===== src/rtl/fetch_unit_if.sv =====
// Instruction-memory bus between the fetch stage and instruction memory.
// One request strobe with a word address, one response strobe with the word.
interface fetch_unit_if;
    logic        imem_req;
    logic [31:0] imem_addr;
    logic        imem_valid;
    logic [31:0] imem_rdata;

    // Fetch stage side: issues requests, receives instruction words
    modport master (
        output imem_req,
        output imem_addr,
        input  imem_valid,
        input  imem_rdata
    );

    // Memory side: accepts requests, returns instruction words
    modport slave (
        input  imem_req,
        input  imem_addr,
        output imem_valid,
        output imem_rdata
    );
endinterface


===== src/rtl/fetch_unit.sv =====
// Instruction-fetch stage feeding the IF/ID pipeline register.
// Owns the PC, keeps a single request outstanding to instruction memory,
// splits each returned word into its fields and presents it with its PC.
// A one-word buffer absorbs a response that lands while IF/ID is stalled;
// a drop flag discards a response whose request was overtaken by a redirect.
module fetch_unit #(
    parameter logic [31:0] RESET_PC  = 32'd0,
    parameter logic [31:0] PC_STEP   = 32'd1,
    parameter logic [4:0]  BUBBLE_OP = 5'b11111
) (
    input  logic         clk,
    input  logic         Reset,
    input  logic         stall,
    input  logic         redirect,
    input  logic [31:0]  redirect_pc,
    fetch_unit_if.master imem,
    output logic         out_valid,
    output logic [4:0]   Opcode,
    output logic [4:0]   Rd,
    output logic [4:0]   Rs,
    output logic [4:0]   Rt,
    output logic [16:0]  Imm,
    output logic [31:0]  Jaddr,
    output logic [31:0]  Pc
);

    // FETCH issues the request, WAIT awaits the response, HOLD keeps a
    // captured word until IF/ID can accept it.
    typedef enum logic [1:0] {
        FETCH = 2'd0,
        WAIT  = 2'd1,
        HOLD  = 2'd2
    } state_t;

    typedef struct packed {
        logic [4:0]  opcode;
        logic [4:0]  rd;
        logic [4:0]  rs;
        logic [4:0]  rt;
        logic [16:0] imm;
        logic [31:0] jaddr;
    } fields_t;

    // Field split of one instruction word; Rt and Imm overlap on purpose.
    function automatic fields_t decode(input logic [31:0] instr);
        fields_t f;
        f.opcode = instr[31:27];
        f.rd     = instr[26:22];
        f.rs     = instr[21:17];
        f.rt     = instr[16:12];
        f.imm    = instr[16:0];
        f.jaddr  = {5'd0, instr[26:0]};
        return f;
    endfunction

    state_t      state_r;
    state_t      state_s;
    logic [31:0] pc_r;
    logic [31:0] pc_s;
    logic        drop_r;
    logic        drop_s;
    logic [31:0] buf_word_r;
    logic [31:0] buf_word_s;
    logic [31:0] buf_pc_r;
    logic [31:0] buf_pc_s;

    logic        load_s;
    logic [31:0] load_word_s;
    logic [31:0] load_pc_s;
    logic        bubble_s;
    fields_t     dec_s;

    logic        out_valid_r;
    logic [4:0]  opcode_r;
    logic [4:0]  rd_r;
    logic [4:0]  rs_r;
    logic [4:0]  rt_r;
    logic [16:0] imm_r;
    logic [31:0] jaddr_r;
    logic [31:0] pc_out_r;

    // Request is issued from FETCH only, so at most one is ever outstanding.
    assign imem.imem_req  = (state_r == FETCH) && !Reset;
    assign imem.imem_addr = pc_r;

    // Next-state, next-PC, buffer and output-load decisions; redirect outranks stall
    always_comb begin
        state_s     = state_r;
        pc_s        = pc_r;
        drop_s      = drop_r;
        buf_word_s  = buf_word_r;
        buf_pc_s    = buf_pc_r;
        load_s      = 1'b0;
        load_word_s = buf_word_r;
        load_pc_s   = buf_pc_r;
        bubble_s    = 1'b0;
        if (redirect) begin
            pc_s     = redirect_pc;
            bubble_s = 1'b1;
            case (state_r)
                FETCH: begin
                    // The request going out this cycle is for the old path.
                    state_s = WAIT;
                    drop_s  = 1'b1;
                end
                WAIT: begin
                    if (imem.imem_valid) begin
                        state_s = FETCH;
                        drop_s  = 1'b0;
                    end else begin
                        state_s = WAIT;
                        drop_s  = 1'b1;
                    end
                end
                HOLD: begin
                    state_s    = FETCH;
                    drop_s     = 1'b0;
                    buf_word_s = 32'd0;
                    buf_pc_s   = 32'd0;
                end
                default: begin
                    state_s = FETCH;
                    drop_s  = 1'b0;
                end
            endcase
        end else begin
            // Without a load, an unstalled IF/ID sees a bubble; a stalled one holds.
            bubble_s = ~stall;
            case (state_r)
                FETCH: begin
                    state_s = WAIT;
                end
                WAIT: begin
                    if (!imem.imem_valid) begin
                        state_s = WAIT;
                    end else if (drop_r) begin
                        drop_s  = 1'b0;
                        state_s = FETCH;
                    end else if (!stall) begin
                        load_s      = 1'b1;
                        load_word_s = imem.imem_rdata;
                        load_pc_s   = pc_r;
                        pc_s        = pc_r + PC_STEP;
                        state_s     = FETCH;
                    end else begin
                        buf_word_s = imem.imem_rdata;
                        buf_pc_s   = pc_r;
                        state_s    = HOLD;
                    end
                end
                HOLD: begin
                    if (stall) begin
                        state_s = HOLD;
                    end else begin
                        load_s  = 1'b1;
                        pc_s    = pc_r + PC_STEP;
                        state_s = FETCH;
                    end
                end
                default: begin
                    state_s = FETCH;
                    drop_s  = 1'b0;
                end
            endcase
        end
    end

    // Field split of whichever word is being loaded into IF/ID
    always_comb begin
        dec_s = decode(load_word_s);
    end

    // FSM state, PC, drop flag and stall buffer registers
    always_ff @(posedge clk) begin
        if (Reset) begin
            state_r    <= FETCH;
            pc_r       <= RESET_PC;
            drop_r     <= 1'b0;
            buf_word_r <= 32'd0;
            buf_pc_r   <= 32'd0;
        end else begin
            state_r    <= state_s;
            pc_r       <= pc_s;
            drop_r     <= drop_s;
            buf_word_r <= buf_word_s;
            buf_pc_r   <= buf_pc_s;
        end
    end

    // IF/ID output registers: load a word, insert a bubble, or hold
    always_ff @(posedge clk) begin
        if (Reset) begin
            out_valid_r <= 1'b0;
            opcode_r    <= BUBBLE_OP;
            rd_r        <= 5'd0;
            rs_r        <= 5'd0;
            rt_r        <= 5'd0;
            imm_r       <= 17'd0;
            jaddr_r     <= 32'd0;
            pc_out_r    <= 32'd0;
        end else if (load_s) begin
            out_valid_r <= 1'b1;
            opcode_r    <= dec_s.opcode;
            rd_r        <= dec_s.rd;
            rs_r        <= dec_s.rs;
            rt_r        <= dec_s.rt;
            imm_r       <= dec_s.imm;
            jaddr_r     <= dec_s.jaddr;
            pc_out_r    <= load_pc_s;
        end else if (bubble_s) begin
            // Only validity and opcode matter for a bubble; fields keep their value.
            out_valid_r <= 1'b0;
            opcode_r    <= BUBBLE_OP;
        end else begin
            out_valid_r <= out_valid_r;
            opcode_r    <= opcode_r;
        end
    end

    assign out_valid = out_valid_r;
    assign Opcode    = opcode_r;
    assign Rd        = rd_r;
    assign Rs        = rs_r;
    assign Rt        = rt_r;
    assign Imm       = imm_r;
    assign Jaddr     = jaddr_r;
    assign Pc        = pc_out_r;

endmodule


===== src/flat_wrapper.sv =====
// flat-port wrapper written by rule: the top's interface ports become plain ports
module fetch_unit_flat 
#(
    parameter logic [31:0] RESET_PC  = 32'd0,
    parameter logic [31:0] PC_STEP   = 32'd1,
    parameter logic [4:0]  BUBBLE_OP = 5'b11111
)
  (clk, Reset, stall, redirect, redirect_pc, out_valid, Opcode, Rd, Rs, Rt, Imm, Jaddr, Pc, imem_imem_req, imem_imem_addr, imem_imem_valid, imem_imem_rdata);
  fetch_unit_if imem_i ();
  input  logic clk;
  input  logic Reset;
  input  logic stall;
  input  logic redirect;
  input  logic [31:0] redirect_pc;
  output logic out_valid;
  output logic [4:0] Opcode;
  output logic [4:0] Rd;
  output logic [4:0] Rs;
  output logic [4:0] Rt;
  output logic [16:0] Imm;
  output logic [31:0] Jaddr;
  output logic [31:0] Pc;
  output wire logic [$bits(imem_i.imem_req)-1:0] imem_imem_req;
  output wire logic [$bits(imem_i.imem_addr)-1:0] imem_imem_addr;
  input wire logic [$bits(imem_i.imem_valid)-1:0] imem_imem_valid;
  input wire logic [$bits(imem_i.imem_rdata)-1:0] imem_imem_rdata;
  assign imem_imem_req = imem_i.imem_req;
  assign imem_imem_addr = imem_i.imem_addr;
  assign imem_i.imem_valid = imem_imem_valid;
  assign imem_i.imem_rdata = imem_imem_rdata;
  fetch_unit #(.RESET_PC(RESET_PC), .PC_STEP(PC_STEP), .BUBBLE_OP(BUBBLE_OP)) u_core (.clk(clk), .Reset(Reset), .stall(stall), .redirect(redirect), .redirect_pc(redirect_pc), .imem(imem_i), .out_valid(out_valid), .Opcode(Opcode), .Rd(Rd), .Rs(Rs), .Rt(Rt), .Imm(Imm), .Jaddr(Jaddr), .Pc(Pc));
endmodule

===== config.mk =====
export PLATFORM = sky130hd
export DESIGN_NAME = fetch_unit_flat
export DESIGN_NICKNAME = d
export VERILOG_FILES = /design/src/rtl/fetch_unit_if.sv /design/src/rtl/fetch_unit.sv /design/src/flat_wrapper.sv
export SDC_FILE = /design/constraint.sdc
export NUM_CORES = 1
export LEC_CHECK = 0
export CAP_MARGIN = 20
export CORE_UTILIZATION = 40
export CTS_CLUSTER_DIAMETER = 50
export DETAILED_ROUTE_END_ITERATION = 16
export GPL_ROUTABILITY_DRIVEN = 1
export HOLD_SLACK_MARGIN = 0.05
export PLACE_DENSITY = 0.72
export SLEW_MARGIN = 40
export SYNTH_ARGS = -nofsm -noshare
export SYNTH_HDL_FRONTEND = slang
export SYNTH_SLANG_ARGS = --single-unit
export TNS_END_PERCENT = 1

===== constraint.sdc =====
create_clock -name clk -period 2.4 [get_ports clk]
set_input_delay 0.24 -clock clk [delete_from_list [all_inputs] [get_ports clk]]
set_output_delay 0.24 -clock clk [all_outputs]
set_load 0.02 [all_outputs]

==> results of run 1 <==
[final timing paths]
check                          startpoint                                endpoint  cells past startpoint  slack (ps)
min reg2reg    u_core.Pc[26]$_SDFFE_PP0P_              u_core.Pc[26]$_SDFFE_PP0P_                      2         450
max reg2reg  u_core.state_r[0]$_SDFF_PP0_  u_core.imem.imem_addr[22]$_SDFFE_PP0P_                      6         140
min                        redirect_pc[2]   u_core.imem.imem_addr[2]$_SDFFE_PP0P_                      3         380
max          u_core.state_r[0]$_SDFF_PP0_  u_core.imem.imem_addr[22]$_SDFFE_PP0P_                      6         140
[tightest hold or removal path, delay by kind of cell]
kind / cells / cell delay [ps]
buffers and inverters: 1 / 390
AND/OR/NAND/NOR: 1 / 60
AO/OA/AOI/OAI: 1 / 50
[final cells by class]
cell class / count / area [um2] / share of cell area [%]
multi-input combinational: 523 / 3250 / 32.7
clock inverter: 10 / 123 / 1.23
timing repair buffer: 252 / 2460 / 24.7
clock buffer: 21 / 470 / 4.73
tap: 225 / 282 / 2.83
sequential: 164 / 3280 / 33.0
inverter: 14 / 66.3 / 0.667
[sequential cells by signal (all words and copies together), names as in the netlist]
signal                 cells
u_core.Imm                12
u_core.drop_r              1
u_core.Rs                  4
u_core.imem.imem_addr     32
u_core.state_r             2
u_core.out_valid           1
u_core.buf_word_r         32
u_core.Rd                  4
u_core.buf_pc_r           32
u_core.Rt                  4
u_core.Pc                 32
u_core.Opcode              5
u_core.Jaddr               3
[cell families (layout without fill, tap and decap cells)]
family,Yosys count,in the layout,synth area share [%]
other,1,5,0.0528
buffers and inverters,126,297,8.89
AND/OR/NAND/NOR,233,233,14.8
flip-flops,164,164,46.2
multiplexers,9,9,1.30
AO/OA/AOI/OAI,246,246,24.8
adder cells (fa/ha/maj),5,5,0.880
XOR/XNOR,25,25,3.08
[per-stage QoR]
step / instance area (um2) / utilization (%) / setup WS (ps) / cells
6_report: 9940 / 57.5 / 136 / 1209
2_1_floorplan: 7120 / - / 45.0 / 813
3_3_place_gp: 9330 / 53.9 / 46.2 / 1178
5_1_grt: 9940 / 57.5 / 9.74 / 1209
3_5_place_dp: 9330 / 53.9 / 7.86 / 1178
4_1_cts: 9920 / 57.3 / 89.6 / 1209
[power groups by stage]
stage | sequential [uW] | clock [uW] | combinational (uW)
after floorplan | 2930 | 0 | 255
after global placement | 2890 | 0 | 631
after detailed placement | 2890 | 0 | 635
after CTS | 2830 | 2770 | 639
after global routing | 2840 | 2910 | 686
final | 2830 | 2740 | 642
[routing by layer]
metal | GRT usage [%] | part of all wire [%]
met5 | 0 | 0
met3 | 4.45 | 5.9
met2 | 34.7 | 46
met4 | 7.55 | 1.4
met1 | 29.9 | 46
[layout by cell type (no fill, tap or decap), types with 5 or more instances in the layout]
master,instances
sky130_fd_sc_hd__o21bai_1,5
sky130_fd_sc_hd__xnor2_1,12
sky130_fd_sc_hd__conb_1,5
sky130_fd_sc_hd__nand4_1,8
sky130_fd_sc_hd__nor3_1,5
sky130_fd_sc_hd__nor2_1,95
sky130_fd_sc_hd__buf_12,6
sky130_fd_sc_hd__dfxtp_1,163
sky130_fd_sc_hd__a21oi_1,68
sky130_fd_sc_hd__clkdlybuf4s50_1,197
sky130_fd_sc_hd__xor2_1,13
sky130_fd_sc_hd__nand3_1,11
sky130_fd_sc_hd__a22oi_1,64
sky130_fd_sc_hd__a211oi_1,22
sky130_fd_sc_hd__o221ai_1,59
sky130_fd_sc_hd__clkbuf_16,17
sky130_fd_sc_hd__nand2_1,80
sky130_fd_sc_hd__inv_1,12
sky130_fd_sc_hd__buf_4,49
sky130_fd_sc_hd__mux2i_1,7
[what timing repair did]
item                                    CTS  global route
setup buffers                             0             0
endpoints found under the setup margin    0             3
resized for setup                         0             6
==> summary.log, run 1 <==
qor: status.result_of_the_run completed
qor: synthesis.synth_top_area_share 46.2%
qor: setup_path.crit_fanout 6
qor: die.core_area 17300 um2
qor: final_layout.flow.area_growth_from_synthesis 39.9%
qor: place.gpl.final_weighted_congestion 0.756
qor: pwr.total_leakage_power 0.00338 uW
qor: timing.tightest_slew 732 ps
qor: grt.grt_remaining_overflow 0
qor: pwr.switching_power_as_a_share_of_total_power 24.5%
qor: drt.finalWirelength 20.4 mm
qor: clock_network.clock_buffer_count_from_cts 17
qor: clock_network.clock_tree_from_tritoncts done
qor: pwr.cellPowerDensity 625 nW/um2
qor: synthesis.postSynth.asyncResetShare 0%
qor: clock_network.cts_hold_buffers 0
qor: place.place_hpwl 13.4 mm
qor: setup_path.worst-setup-path-type reg -> reg
qor: grt.grt_antenna_before_repair 0
qor: drt.drcViolationCount 0
qor: synthesis.yosys.cell_count.top_type sky130_fd_sc_hd__dfxtp_1
qor: drt.avgViaCountPerCell 5.45
qor: timing.worst_clock_skew 6.68 ps
qor: synthesis.mean_post_synth_cell_area 8.78 um2
qor: synthesis.synth-seq-area-share 46.2%
qor: drt.routed-via-count 6587
qor: pwr.seq_power_share 45.6%
qor: setup_path.critical_path.endpoint_type flip-flop
qor: pwr.p_clk_share 44.1%
qor: timing.timing_max_transition_violations_final 0
qor: synthesis.yosys_register_bits 164
qor: die.num_io_pins 204
qor: worst_hold_path.hp-class in -> reg
qor: die.die_width 135 um
qor: pwr.p_sw 1520 uW
qor: setup_path.worstPathRequired 2740 ps
qor: clock_network.clk_latency 430 ps
qor: synthesis.synth-edff-count 0
qor: synthesis.synthFlopType sky130_fd_sc_hd__dfxtp_1
qor: grt.grt_start_max_net_pins 162
qor: timing.maxClockFrequency 442 MHz
qor: place.port_buffers 198
qor: die.rows 48
qor: timing.finalSetupViolations 0
qor: clock_network.cts_num_sinks 164
qor: timing.slew_headroom 51.2%
qor: synthesis.syn_area 7110 um2
qor: final_layout.insertedDiodeCount 0
qor: grt.grt_first_pass_wirelength 31.9 mm
qor: timing.final.period_utilization 94.3%
qor: synthesis.syn_inst 809
qor: drt.routedWlPerCell 16.9 um
qor: die.die_height 135 um
qor: final_layout.post_route_cells_drive_above_1_share 10.4%
qor: drt.antenna_left 0
qor: setup_path.timing.critical_path.arrival 2600 ps
qor: setup_path.cpLargestDelayFamily simple AND/OR/NAND/NOR gates
qor: clock_network.cts_max_path_buffers 2
qor: timing.final_hold_viol_count 0
qor: timing.fin_tns_setup 0 ps
qor: final_layout.fillers 1600
qor: die.floorplan.initialDensity 41.1%
qor: timing.fin_worst_hold_slack 376 ps
qor: setup_path.worst_path_max_delay_cell sky130_fd_sc_hd__or4_1
qor: synthesis.synth.top_cells.by_count 164 x sky130_fd_sc_hd__dfxtp_1, 96 x sky130_fd_sc_hd__nor2_1, 80 x sky130_fd_sc_hd__nand2_1, 69 x sky130_fd_sc_hd__a21oi_1, 69 x sky130_fd_sc_hd__clkbuf_1
qor: synthesis.yosys.area.top_type sky130_fd_sc_hd__dfxtp_1
qor: clock_network.clk_pin_slew 60 ps
qor: synthesis.yosys.cell_types.count 53
qor: drt.dr.pass1.iters 5
qor: setup_path.cp-start-kind flip-flop
qor: setup_path.crit_chain ha_2 > and3b_2 > o21ai_1 > or3_4 > or4_1 > a311oi_2
qor: job.timing.max_cap.violations 0
qor: die.floorplan_die_area 18300 um2
qor: pwr.internal-power 4690 uW
qor: grt.number_of_global_route_vias_before_repair 6074
qor: setup_path.crit_path_max_incr_delay 540 ps
qor: clock_network.ctsHtreeMaxLevel 4
qor: pwr.power.share.combinational 10.3%
qor: final_layout.finalNetCount 1046
qor: synthesis.yosysWarningCount 0
qor: synthesis.netlist_top_cells_area sky130_fd_sc_hd__dfxtp_1 46%, sky130_fd_sc_hd__o221ai_1 7.3%, sky130_fd_sc_hd__a22oi_1 6.8%
qor: grt.grt_usage 22.0%
qor: setup_path.critical_path.n_buffers_inverters 0
qor: pwr.irDropWorstVdd 0.496 mV
qor: timing.period_needed 2260 ps
qor: pwr.p_total 6220 uW
qor: drt.initialDrtViolationCount 473
qor: timing.grt_setup_unrepaired false
qor: clock_network.root_buffer sky130_fd_sc_hd__clkbuf_16
(Power assumes the default switching activity.)
==> run 2: changes to the inputs <==
--- a/config.mk
+++ b/config.mk
@@ -6,12 +6,11 @@
 export NUM_CORES = 1
 export LEC_CHECK = 0
 export CAP_MARGIN = 20
-export CORE_UTILIZATION = 40
+export CORE_UTILIZATION = 35
 export CTS_CLUSTER_DIAMETER = 50
 export DETAILED_ROUTE_END_ITERATION = 16
 export GPL_ROUTABILITY_DRIVEN = 1
 export HOLD_SLACK_MARGIN = 0.05
-export PLACE_DENSITY = 0.72
 export SLEW_MARGIN = 40
 export SYNTH_ARGS = -nofsm -noshare
 export SYNTH_HDL_FRONTEND = slang
==> summary.log, run 2 (synthesis gave the netlist of run 1 again) <==
qor: timing.worst_clock_skew 7.42 ps [+0.740 ps]
qor: pwr.seq_power_share 46.4% [+0.8 points]
qor: die.die_height 144 um [+6.8%]
qor: pwr.total_leakage_power 0.00337 uW [-0.30%]
qor: clock_network.ctsHtreeMaxLevel 4 [unchanged]
qor: timing.grt_setup_unrepaired true
qor: grt.grt_start_max_net_pins 162 [unchanged]
qor: drt.routedWlPerCell 16.8 um [-0.62%]
qor: grt.grt_first_pass_wirelength 33.4 mm [+4.8%]
qor: timing.timing_max_transition_violations_final 0 [unchanged]
qor: place.place_hpwl 13.7 mm [+2.3%]
qor: die.die_width 144 um [+6.8%]
qor: drt.dr.pass1.iters 5 [unchanged]
qor: drt.antenna_left 0 [unchanged]
qor: place.place_inst 1216 [+3.2%]
qor: final_layout.post_route_cells_drive_above_1_share 10.1% [-0.27 points]
qor: place.gpl.final_weighted_congestion 0.790 [+4.5%]
qor: final_layout.area.sequential 3280 um2 [about the same]
qor: pwr.p_clk_share 42.9% [-1.2 points]
qor: clock_network.clk_latency 420 ps [about the same]
qor: clock_network.clock_tree_from_tritoncts done
qor: status.result_of_the_run completed
qor: pwr.irDropWorstVdd 0.463 mV [-6.7%]
qor: clock_network.root_buffer sky130_fd_sc_hd__clkbuf_16
qor: die.core_area 19700 um2 [+14%]
qor: final_layout.top_library_cells_by_usage_in_the_layout_fill_and_taps_aside 197 x sky130_fd_sc_hd__clkdlybuf4s50_1, 164 x sky130_fd_sc_hd__dfxtp_1, 95 x sky130_fd_sc_hd__nor2_1
qor: timing.fin_tns_setup 0 ps [unchanged]
qor: setup_path.cp-start-kind flip-flop
qor: final_layout.finalNetCount 1044 [-0.19%]
qor: die.floorplan.initialDensity 36.2% [-4.9 points]
qor: grt.grt_antenna_before_repair 0 [unchanged]
qor: clock_network.cts_max_path_buffers 2 [unchanged]
qor: pwr.power.share.combinational 10.7% [+0.4 points]
qor: final_layout.mostFrequentLayoutCell sky130_fd_sc_hd__clkdlybuf4s50_1
qor: pwr.internal-power 4600 uW [-1.9%]
qor: die.num_io_pins 204 [unchanged]
qor: drt.initialDrtViolationCount 331 [-30%]
qor: die.rows 51 [+6.3%]
qor: final_layout.flow.area_growth_from_synthesis 40.2%
qor: clock_network.cts_hold_buffers 0 [unchanged]
qor: timing.final.period_utilization 94.1% [-0.29 points]
qor: timing.tightest_slew 732 ps [+0.132 ps]
qor: pwr.cellPowerDensity 611 nW/um2 [-2.2%]
qor: final_layout.final_util 50.7% [-6.8 points]
qor: clock_network.cts_num_sinks 164 [unchanged]
qor: final_layout.instances_no_fill 1247 [+3.1%]
qor: final_layout.multiInputGateArea 3260 um2 [+0.12%]
qor: timing.final_hold_viol_count 0 [unchanged]
qor: setup_path.worstPathRequired 2730 ps [about the same]
qor: clock_network.clock_buffer_count_from_cts 17 [unchanged]
qor: timing.finalSetupViolations 0 [unchanged]
qor: setup_path.worst-setup-path-type reg -> reg
qor: drt.routed-via-count 6493 [-1.4%]
qor: die.floorplan_die_area 20900 um2 [+14%]
qor: grt.grt_usage 20.6% [-1.4 points]
qor: setup_path.crit_fanout 6 [unchanged]
qor: job.timing.max_cap.violations 0 [unchanged]
qor: timing.period_needed 2260 ps [-6.91 ps]
qor: grt.number_of_global_route_vias_before_repair 6253 [+2.9%]
qor: timing.maxClockFrequency 443 MHz [+0.31%]
qor: drt.finalWirelength 20.9 mm [+2.5%]
qor: clock_network.clk_pin_slew 60 ps [about the same]
qor: timing.slew_headroom 51.2% [about the same]
qor: setup_path.timing.critical_path.arrival 2580 ps [-20 ps]
qor: place.port_buffers 198 [unchanged]
qor: worst_hold_path.hp-class in -> reg
qor: grt.grt_remaining_overflow 0 [unchanged]
qor: drt.avgViaCountPerCell 5.21 [-4.4%]
qor: setup_path.critical_path.endpoint_type flip-flop
qor: drt.drcViolationCount 0 [unchanged]
qor: final_layout.fillers 1908 [+19%]
qor: pwr.switching_power_as_a_share_of_total_power 24.4% [-0.092 points]
qor: pwr.p_sw 1480 uW [-2.4%]
==> run 2: repair_timing <==
action,in CTS,in global routing
setup buffers,0,0
endpoints found under the setup margin,0,6
gates resized for setup,0,5
==> run 2: final timing paths <==
path	start	to	slack (ps)	depth (start not counted)
max	u_core.state_r[1]$_SDFF_PP0_	u_core.imem.imem_addr[22]$_SDFFE_PP0P_	140	7
min reg2reg	u_core.Pc[22]$_SDFFE_PP0P_	u_core.Pc[22]$_SDFFE_PP0P_	450	2
max reg2reg	u_core.state_r[1]$_SDFF_PP0_	u_core.imem.imem_addr[22]$_SDFFE_PP0P_	140	7
min	redirect_pc[2]	u_core.imem.imem_addr[2]$_SDFFE_PP0P_	390	3
==> run 2: metal layers <==
layer  up-vias  routed length, um  global-route usage [%]
li1       3232                  -                       -
met1      3097               9530                    27.5
met2       157              10300                    33.4
met3         7               1000                    4.50
met4         0                136                    5.43
met5         -                  0                       0
==> run 2: power by group through the flow <==
stage	clock (uW)	combinational, uW	sequential (uW)
finish	2610	652	2820
global route	2790	707	2830
CTS	2680	656	2820
detailed placement	0	652	2880
global placement	0	651	2880
floorplan	0	255	2930
==> run 2: worst max-delay path, cell delays in order (launching register included) <==
cell,delay [ps]
sky130_fd_sc_hd__dfxtp_1,360
sky130_fd_sc_hd__inv_1,70
sky130_fd_sc_hd__ha_1,230
sky130_fd_sc_hd__and2b_2,260
sky130_fd_sc_hd__o21ai_1,80
sky130_fd_sc_hd__or3_4,410
sky130_fd_sc_hd__or4_1,500
sky130_fd_sc_hd__a311oi_1,260
==> run 2: per-stage QoR <==
step | instance area [um2] | setup WS, ps | total power, uW | hold WS (ps)
3_3_place_gp | 9370 | 60.2 | 3530 | 437
4_1_cts | 9940 | 95.8 | 6160 | 377
2_1_floorplan | 7120 | 45.0 | 3190 | 384
5_1_grt | 9960 | -8.90 | 6320 | 407
6_report | 9960 | 143 | 6090 | 394
3_5_place_dp | 9370 | 21.5 | 3540 | 445
==> run 2: layout make-up <==
type,instances,share of cell area (%)
Sequential cell,164,33.0
Multi-Input combinational cell,523,32.7
Timing Repair Buffer,250,24.7
Clock buffer,22,4.86
Tap cell,265,3.33
Clock inverter,8,0.779
Inverter,14,0.666
Antenna cell,1,0.0251
